File: src/rtl/tree_accum_pipe.sv
// tree_accum_pipe: a fully registered NUM_IN-lane signed adder tree that feeds a multi-beat group accumulator.
// Define TREE_ACCUM_SAT_EN for clamped accumulation with a sticky out_sat flag. Without it the add wraps and out_sat is 0.
module tree_accum_pipe #(
   parameter int WIDTH     = 16,
   parameter int NUM_IN    = 8,
   parameter int OUT_WIDTH = 32,
   parameter int CNT_WIDTH = 8
) (
   input  logic                        clk,
   input  logic                        rst_n,
   input  logic                        en,
   input  logic                        clr,
   input  logic [NUM_IN*WIDTH-1:0]     in_data,
   input  logic                        in_valid,
   input  logic                        in_last,
   output logic signed [OUT_WIDTH-1:0] out_data,
   output logic                        out_valid,
   output logic [CNT_WIDTH-1:0]        out_beats,
   output logic                        out_sat
);
   localparam int LOG2N = $clog2(NUM_IN);
   localparam int NSTG  = LOG2N + 2;   // tree stages 0..LOG2N plus the sign-extension stage

   logic [NSTG-1:0]             vld_q, lst_q;
   logic signed [OUT_WIDTH-1:0] ext_q;
   logic signed [OUT_WIDTH-1:0] acc_q, acc_d;
   logic [CNT_WIDTH-1:0]        cnt_q, cnt_d;

   always_ff @(posedge clk or negedge rst_n) begin
      if (!rst_n) begin
         vld_q <= '0;
         lst_q <= '0;
      end else if (clr) begin
         vld_q <= '0;
         lst_q <= '0;
      end else if (en) begin
         vld_q <= {vld_q[NSTG-2:0], in_valid};
         lst_q <= {lst_q[NSTG-2:0], in_valid & in_last};
      end
   end

   for (genvar s = 0; s <= LOG2N; s++) begin : g_stg
      localparam int SW = WIDTH + s;
      localparam int NL = NUM_IN >> s;
      logic signed [SW-1:0] sum_q [NL];

      if (s == 0) begin : g_in
         // NOTE: the lane arrays are real pipeline flops, not RAM, so every entry is reset and cleared.
         always_ff @(posedge clk or negedge rst_n) begin
            if (!rst_n) begin
               for (int i = 0; i < NL; i++) sum_q[i] <= '0;
            end else if (clr) begin
               for (int i = 0; i < NL; i++) sum_q[i] <= '0;
            end else if (en) begin
               for (int i = 0; i < NL; i++) sum_q[i] <= signed'(in_data[i*WIDTH +: WIDTH]);
            end
         end
      end else begin : g_add
         always_ff @(posedge clk or negedge rst_n) begin
            if (!rst_n) begin
               for (int i = 0; i < NL; i++) sum_q[i] <= '0;
            end else if (clr) begin
               for (int i = 0; i < NL; i++) sum_q[i] <= '0;
            end else if (en) begin
               for (int i = 0; i < NL; i++)
                  sum_q[i] <= SW'(g_stg[s-1].sum_q[2*i]) + SW'(g_stg[s-1].sum_q[2*i+1]);
            end
         end
      end
   end

   always_ff @(posedge clk or negedge rst_n) begin
      if (!rst_n)    ext_q <= '0;
      else if (clr)  ext_q <= '0;
      else if (en)   ext_q <= OUT_WIDTH'(g_stg[LOG2N].sum_q[0]);
   end

   assign cnt_d = (&cnt_q) ? cnt_q : cnt_q + CNT_WIDTH'(1);

`ifdef TREE_ACCUM_SAT_EN
   logic signed [OUT_WIDTH:0] wide;
   logic                      clamp;
   logic                      sat_q;

   // NOTE: acc_d gets a default before the clamp overrides, so the block never infers a latch.
   always_comb begin
      wide  = {acc_q[OUT_WIDTH-1], acc_q} + {ext_q[OUT_WIDTH-1], ext_q};
      clamp = wide[OUT_WIDTH] ^ wide[OUT_WIDTH-1];
      acc_d = wide[OUT_WIDTH-1:0];
      if (clamp && wide[OUT_WIDTH])  acc_d = {1'b1, {(OUT_WIDTH-1){1'b0}}};
      if (clamp && !wide[OUT_WIDTH]) acc_d = {1'b0, {(OUT_WIDTH-1){1'b1}}};
   end

   always_ff @(posedge clk or negedge rst_n) begin
      if (!rst_n) begin
         sat_q   <= 1'b0;
         out_sat <= 1'b0;
      end else if (clr) begin
         sat_q   <= 1'b0;
         out_sat <= 1'b0;
      end else if (en && vld_q[NSTG-1]) begin
         if (lst_q[NSTG-1]) begin
            out_sat <= sat_q | clamp;
            sat_q   <= 1'b0;
         end else begin
            sat_q   <= sat_q | clamp;
         end
      end
   end
`else
   assign acc_d   = acc_q + ext_q;
   assign out_sat = 1'b0;
`endif

   // out_data and out_beats hold between groups. out_valid pulses once per group.
   always_ff @(posedge clk or negedge rst_n) begin
      if (!rst_n) begin
         acc_q     <= '0;
         cnt_q     <= '0;
         out_data  <= '0;
         out_beats <= '0;
         out_valid <= 1'b0;
      end else if (clr) begin
         acc_q     <= '0;
         cnt_q     <= '0;
         out_data  <= '0;
         out_beats <= '0;
         out_valid <= 1'b0;
      end else if (en) begin
         out_valid <= 1'b0;
         if (vld_q[NSTG-1]) begin
            if (lst_q[NSTG-1]) begin
               out_data  <= acc_d;
               out_beats <= cnt_d;
               out_valid <= 1'b1;
               acc_q     <= '0;
               cnt_q     <= '0;
            end else begin
               acc_q     <= acc_d;
               cnt_q     <= cnt_d;
            end
         end
      end
   end
endmodule
File: config.mk
export PLATFORM = sky130hd
export DESIGN_NAME = tree_accum_pipe
export DESIGN_NICKNAME = d
export VERILOG_FILES = /design/src/rtl/tree_accum_pipe.sv
export SDC_FILE = /design/constraint.sdc
export NUM_CORES = 1
export LEC_CHECK = 0
export BUFFER_PORTS_ARGS = -buffer_cell sky130_fd_sc_hd__buf_2
export CAP_MARGIN = 40
export CORE_UTILIZATION = 55
export CTS_CLUSTER_SIZE = 14
export DETAILED_ROUTE_END_ITERATION = 16
export MAX_ROUTING_LAYER = met4
export PLACE_DENSITY = 0.77
export SLEW_MARGIN = 30
export SYNTH_ARGS = -nofsm -noshare
export SYNTH_HDL_FRONTEND = slang
export SYNTH_SLANG_ARGS = --single-unit
File: constraint.sdc
create_clock -name clk -period 4.64 [get_ports clk]
set_input_delay 0.232 -clock clk [delete_from_list [all_inputs] [get_ports clk]]
set_output_delay 0.232 -clock clk [all_outputs]
set_load 0.01 [all_outputs]
# After elaboration in Yosys (flattened, before gate mapping)
# Cells that the tools add are included.
# totals
ff_bits	374
latchBits	0
ram_bits	0
mem_bits_ro	0
out_inout_bits	42
elab_cells	74
n_memories	0
# op_classes
addsub	9
mul	0
n_div	0
order_cmp	0
n_eq_ne	0
n_shift	0
mux	35
bitwise_logic	1
n_reduce_logical	6
# op_table
operator	n
two-way mux 32 bit	10
two-way mux 128 bit	2
two-way mux 68 bit	2
two-way mux 36 bit	2
two-way mux 8 bit	9
adder 16 x 16 -> 17 bit	4
two-way mux 19 bit	2
adder 17 x 17 -> 18 bit	2
adder 32 bit	1
two-way mux 5 bit	4
adder 18 x 18 -> 19 bit	1
adder 8 x 1 -> 8 bit (second input constant)	1
AND reduction 8 bit	1
nonzero test 2 bit	3
two-way mux 1 bit	4
AND reduction 3 bit	1
AND reduction 2 bit	1
AND 1 bit	1

# Longest topological paths before layout
# depth
word_depth	6
mapped_depth	12
mapped_depth_nobuf	12

# Least setup slack after synthesis
# No wires, ideal clock.
# synth_timing
path_type	register -> register
from	register g_stg[1].sum_q[35] (netlist name)
to	register g_stg[2].sum_q[33] (netlist name)
setup_time_ns	0.122
arrival_time_ns	2.659
t_required_ns	4.518
setup_slack_ns	1.859
path_stages_with_launch	10
path_buffers	0
synth_period_minus_slack_ns	2.781
path_cell_list	dfrtp_1 -> ha_1 -> a211oi_2 -> o21ai_1 -> a31o_1 -> a211o_2 -> o311a_1 -> o31a_1 -> or3_1 -> a32o_1
# synth_via
elab_chain_len	3
# synth_rtl
element	line_no	text
start, declared	45	logic signed [SW-1:0] sum_q [NL];
start signal, assigned by index	66	sum_q[i] <= SW'(g_stg[s-1].sum_q[2*i]) + SW'(g_stg[s-1].sum_q[2*i+1]);
adder 17 x 17 -> 18 bit	66	
two-way mux 36 bit	64	end else if (en) begin
two-way mux 36 bit	62	end else if (clr) begin
end signal, assigned by index	66	
end, declared	45	
# No other way between the ends. The select of a mux whose other input is x is not followed.
# A chain may end at the register's enable or synchronous reset.

# Worst setup path after layout
# layout_timing
from	register ext_q[30]
to	register acc_q[31]
# layout_via
elab_chain_len	5
# layout_rtl
element	line_no	text
start, declared	25	logic signed [OUT_WIDTH-1:0] ext_q;
start signal, assigned	75	else if (en) ext_q <= OUT_WIDTH'(g_stg[LOG2N].sum_q[0]);
adder 32 bit	111	assign acc_d = acc_q + ext_q;
two-way mux 32 bit	132	if (lst_q[NSTG-1]) begin
two-way mux 32 bit	131	if (vld_q[NSTG-1]) begin
two-way mux 32 bit	129	end else if (en) begin
two-way mux 32 bit	123	end else if (clr) begin
end signal, assigned	124	acc_q <= '0;
end signal, assigned	136	acc_q <= '0;
end signal, assigned	139	acc_q <= acc_d;
end, declared	26	logic signed [OUT_WIDTH-1:0] acc_q, acc_d;
# No other way between the ends. The select of a mux whose other input is x is not followed.

==> results.toml <==
[status]
run_status = "finished, final reports clean"

[floorplanning]
ios = 176
floorplan.core_area_mm2 = 0.03670
cell_rows = 70
fp.dieH_um = 195.4
die_width_um = 195.4
design.die.area_mm2 = 0.03819
initial_core_utilization_pct = 56.08

[timing]
post-route-min-period_ns = 3.050
setup_repair_after_global_routing_missed_its_margin = "no"
setup-tns-final_ns = 0
maxSlewViolCount = 0
hold-worst-slack_ns = 0.1080
fmaxAchievable_ghz = 0.3279
clock_skew_ns = 0.01513
fin_crit_sh_pct = 65.73
final_hold_viol_count = 0
worst_slew_pin_slew_ns = 0.9795
max-slew-margin-rel_pct = 34.70
finalSetupViolCount = 0

[yosys]
synth_top_area_share_pct = 43.90
ys_ff_latch = 361
mappedNetlistNets = 2374
synth_cells = 2084
synth-warning-count = 0
synth_area_mm2 = 0.02058
synthMostInstantiatedCell = "sky130_fd_sc_hd__dfrtp_1"
sequential_share_of_the_synthesized_area_pct = 43.90
post_synth_edffs = 0
post_synth_main_area_contributors = "sky130_fd_sc_hd__dfrtp_1 (44%), sky130_fd_sc_hd__mux2i_1 (10%), sky130_fd_sc_hd__ha_1 (9.0%)"
synth.top_cells.by_count = "sky130_fd_sc_hd__dfrtp_1 (361), sky130_fd_sc_hd__nor2_1 (294), sky130_fd_sc_hd__mux2i_1 (205)"
syn-mean-instance-area_um2 = 9.875
synth.lib_cells_used.distinct = 79
synth_flop_cell = "sky130_fd_sc_hd__dfrtp_1"
synth.largest_area_cell = "sky130_fd_sc_hd__dfrtp_1"
async_reset_ff_share_pct = 100.0

[final_layout]
finish.net_count = 2640
areaGrowthSynthToFinish_pct = 19.59
num_antenna_cells = 0
postLayoutCellArea_mm2 = 0.02461
ratio_of_cells_with_drive_above_1_in_the_final_layout_pct = 11.88

[power_and_ir_drop]
power.switching_fraction_pct = 26.09
power.net_switching_mw = 2.046
static-leakage-power_nw = 12.47
combPwrFrac_pct = 13.7
seq_power_share_pct = 43.5
pwr-share-clk_pct = 42.8
worst_ir_drop_vdd_mv = 0.2644
cellInternalPower_mw = 5.797
p_per_area_mw_per_mm2 = 318.7

[detailed_routing]
drc = 0
antenna_violating_nets_post_route = 0
initialDrtViolationCount = 1003
viasPerCell = 5.791
drt-pass1-iter-count = 5
detailroute.via_count = 16510
totalWireLength_mm = 50.44
post_drt_wl_per_cell_um = 17.70

[min_path]
hold_path.class = "in -> reg"

[clock_tree]
cts_inserted_buffers = 41
number_of_buffers_added_to_fix_hold_violations_after_cts = 131
root_buffer = "sky130_fd_sc_hd__clkbuf_16"
post_cts_setup_repair_bufs = 0
tritoncts = "done"
post_cts.resized_instances = 0
max-clock-path-buffers = 3
clock_insertion_delay_worst_skew_ns = 0.56
tritoncts_num_sinks = 361
cts_max_level = 2
clock_pin_slew_on_the_worst_setup_and_hold_paths_ns = 0.06

[global_routing]
grt_usage_pct = 27.73
grt_overflow = 0
largest_net_degree_at_the_start_of_global_routing = 184
grt_first_pass_wirelength_mm = 83.79
grt_antenna_before_repair = 0
grt_pass1_vias = 16680

[critical_path]
reg_to_reg_setup_timing_slack_ns = 1.59
crit_path_max_incr_delay_ns = 0.76
critPathArrivalTime_ns = 3.53
crit_type = "reg -> reg"
crit_path_top_delay_cell = "sky130_fd_sc_hd__dfrtp_1"
endpoint_kind = "register"
setup.worst_path.start_class = "register"
critPathMostFrequentCell = "sky130_fd_sc_hd__a21oi_1"
crit_path_max_fanout = 17
crit_required_ns = 5.12
cp_cell_sequence = "ha_1, a21oi_1, o21ai_0, a2111oi_0, nand3_1, o211ai_1, o21a_1, o311ai_1, nand2b_1, a21oi_1"

[placed_design]
post-dp-hpwl_mm = 32.49
portBuffers = 174
globalplace.congestion = 0.9118
detailed_place.area_mm2 = 0.02188

[job]
cap_viol_max_count = 0
[area by class of cell]
class	count	area [um2]
Tap cell	468	585.6
Fill cell	2799	12090
Clock inverter	15	192.7
Multi-Input combinational cell	1565	10960
Clock buffer	60	1197
Sequential cell	361	9034
Inverter	62	232.7
Timing Repair Buffer	319	2411
[per-stage QoR]
| step | total power, mW | worst slack [ns] | std cells | utilization (%) |
|---|---|---|---|---|
| after CTS | 7.892 | 1.576 | 2849 | 66.99 |
| after global placement | 4.399 | 1.662 | 2641 | 59.51 |
| after floorplan | 4.098 | 1.859 | 2084 | - |
| after global routing | 8.155 | 1.266 | 2850 | 67.06 |
| after detailed placement | 4.436 | 1.611 | 2643 | 59.63 |
| final | 7.843 | 1.590 | 2850 | 67.06 |
[placed cells by master, fill, tap and decap left out, drive strengths merged, types with 65 or more instances in the layout]
cell	instances
o21ai	120
nor2	296
nand2	131
inv	65
dfrtp	361
a21oi	119
buf	188
dlygate4sd3	131
ha	148
mux2i	205
[routing by layer]
| layer | global-route usage, % | share of wire, % |
|---|---|---|
| met5 | - | 0 |
| met4 | 10.15 | 3.0 |
| met3 | 3.472 | 4.1 |
| met2 | 45.36 | 49 |
| met1 | 35.40 | 44 |
[power by group through the flow]
stage	Sequential, mW	Combinational (mW)	Clock, mW
after floorplan	3.42	0.683	0
after global placement	3.46	0.942	0
after detailed placement	3.46	0.973	0
after CTS	3.41	1.07	3.42
after global routing	3.42	1.20	3.53
final	3.41	1.08	3.36
[path summary, 6_finish.rpt]
kind                              startpoint             endpoint  cells after the start
max in group asynchronous              rst_n  g_stg[0].sum_q[102]                      4
min in group asynchronous              rst_n          out_data[8]                      2
worst max-delay path               ext_q[30]            acc_q[31]                     10
worst min-delay path                     clr  g_stg[0].sum_q[111]                      2
worst max register to register     ext_q[30]            acc_q[31]                     10
worst min register to register  out_data[23]         out_data[23]                      2
[registers in the layout, indices dropped and copies added (netlist names)]
name	count
vld_q	5
lst_q	5
ext_q	19
acc_q	32
g_stg.sum_q	251
out_valid	1
out_beats	8
cnt_q	8
out_data	32
[worst max-delay path: cells and delay by family, from the launching register on]
kind	cells	cell delay (ns)
and+or+nand+nor	2	0.35
adders and majority gates	1	0.41
AOI/OAI and AO/OA	7	1.45
DFF	1	0.76
[kinds of logic after synthesis]
family	after synthesis	share of synthesized area, %
simple gates	620	13.56
compound gates	488	15.75
flops	361	43.90
mux	205	9.971
buf+inv	158	2.991
fa+ha+maj	156	9.776
xor+xnor	95	4.043
other cells	1	0.01822
(Power assumes the default switching activity.)
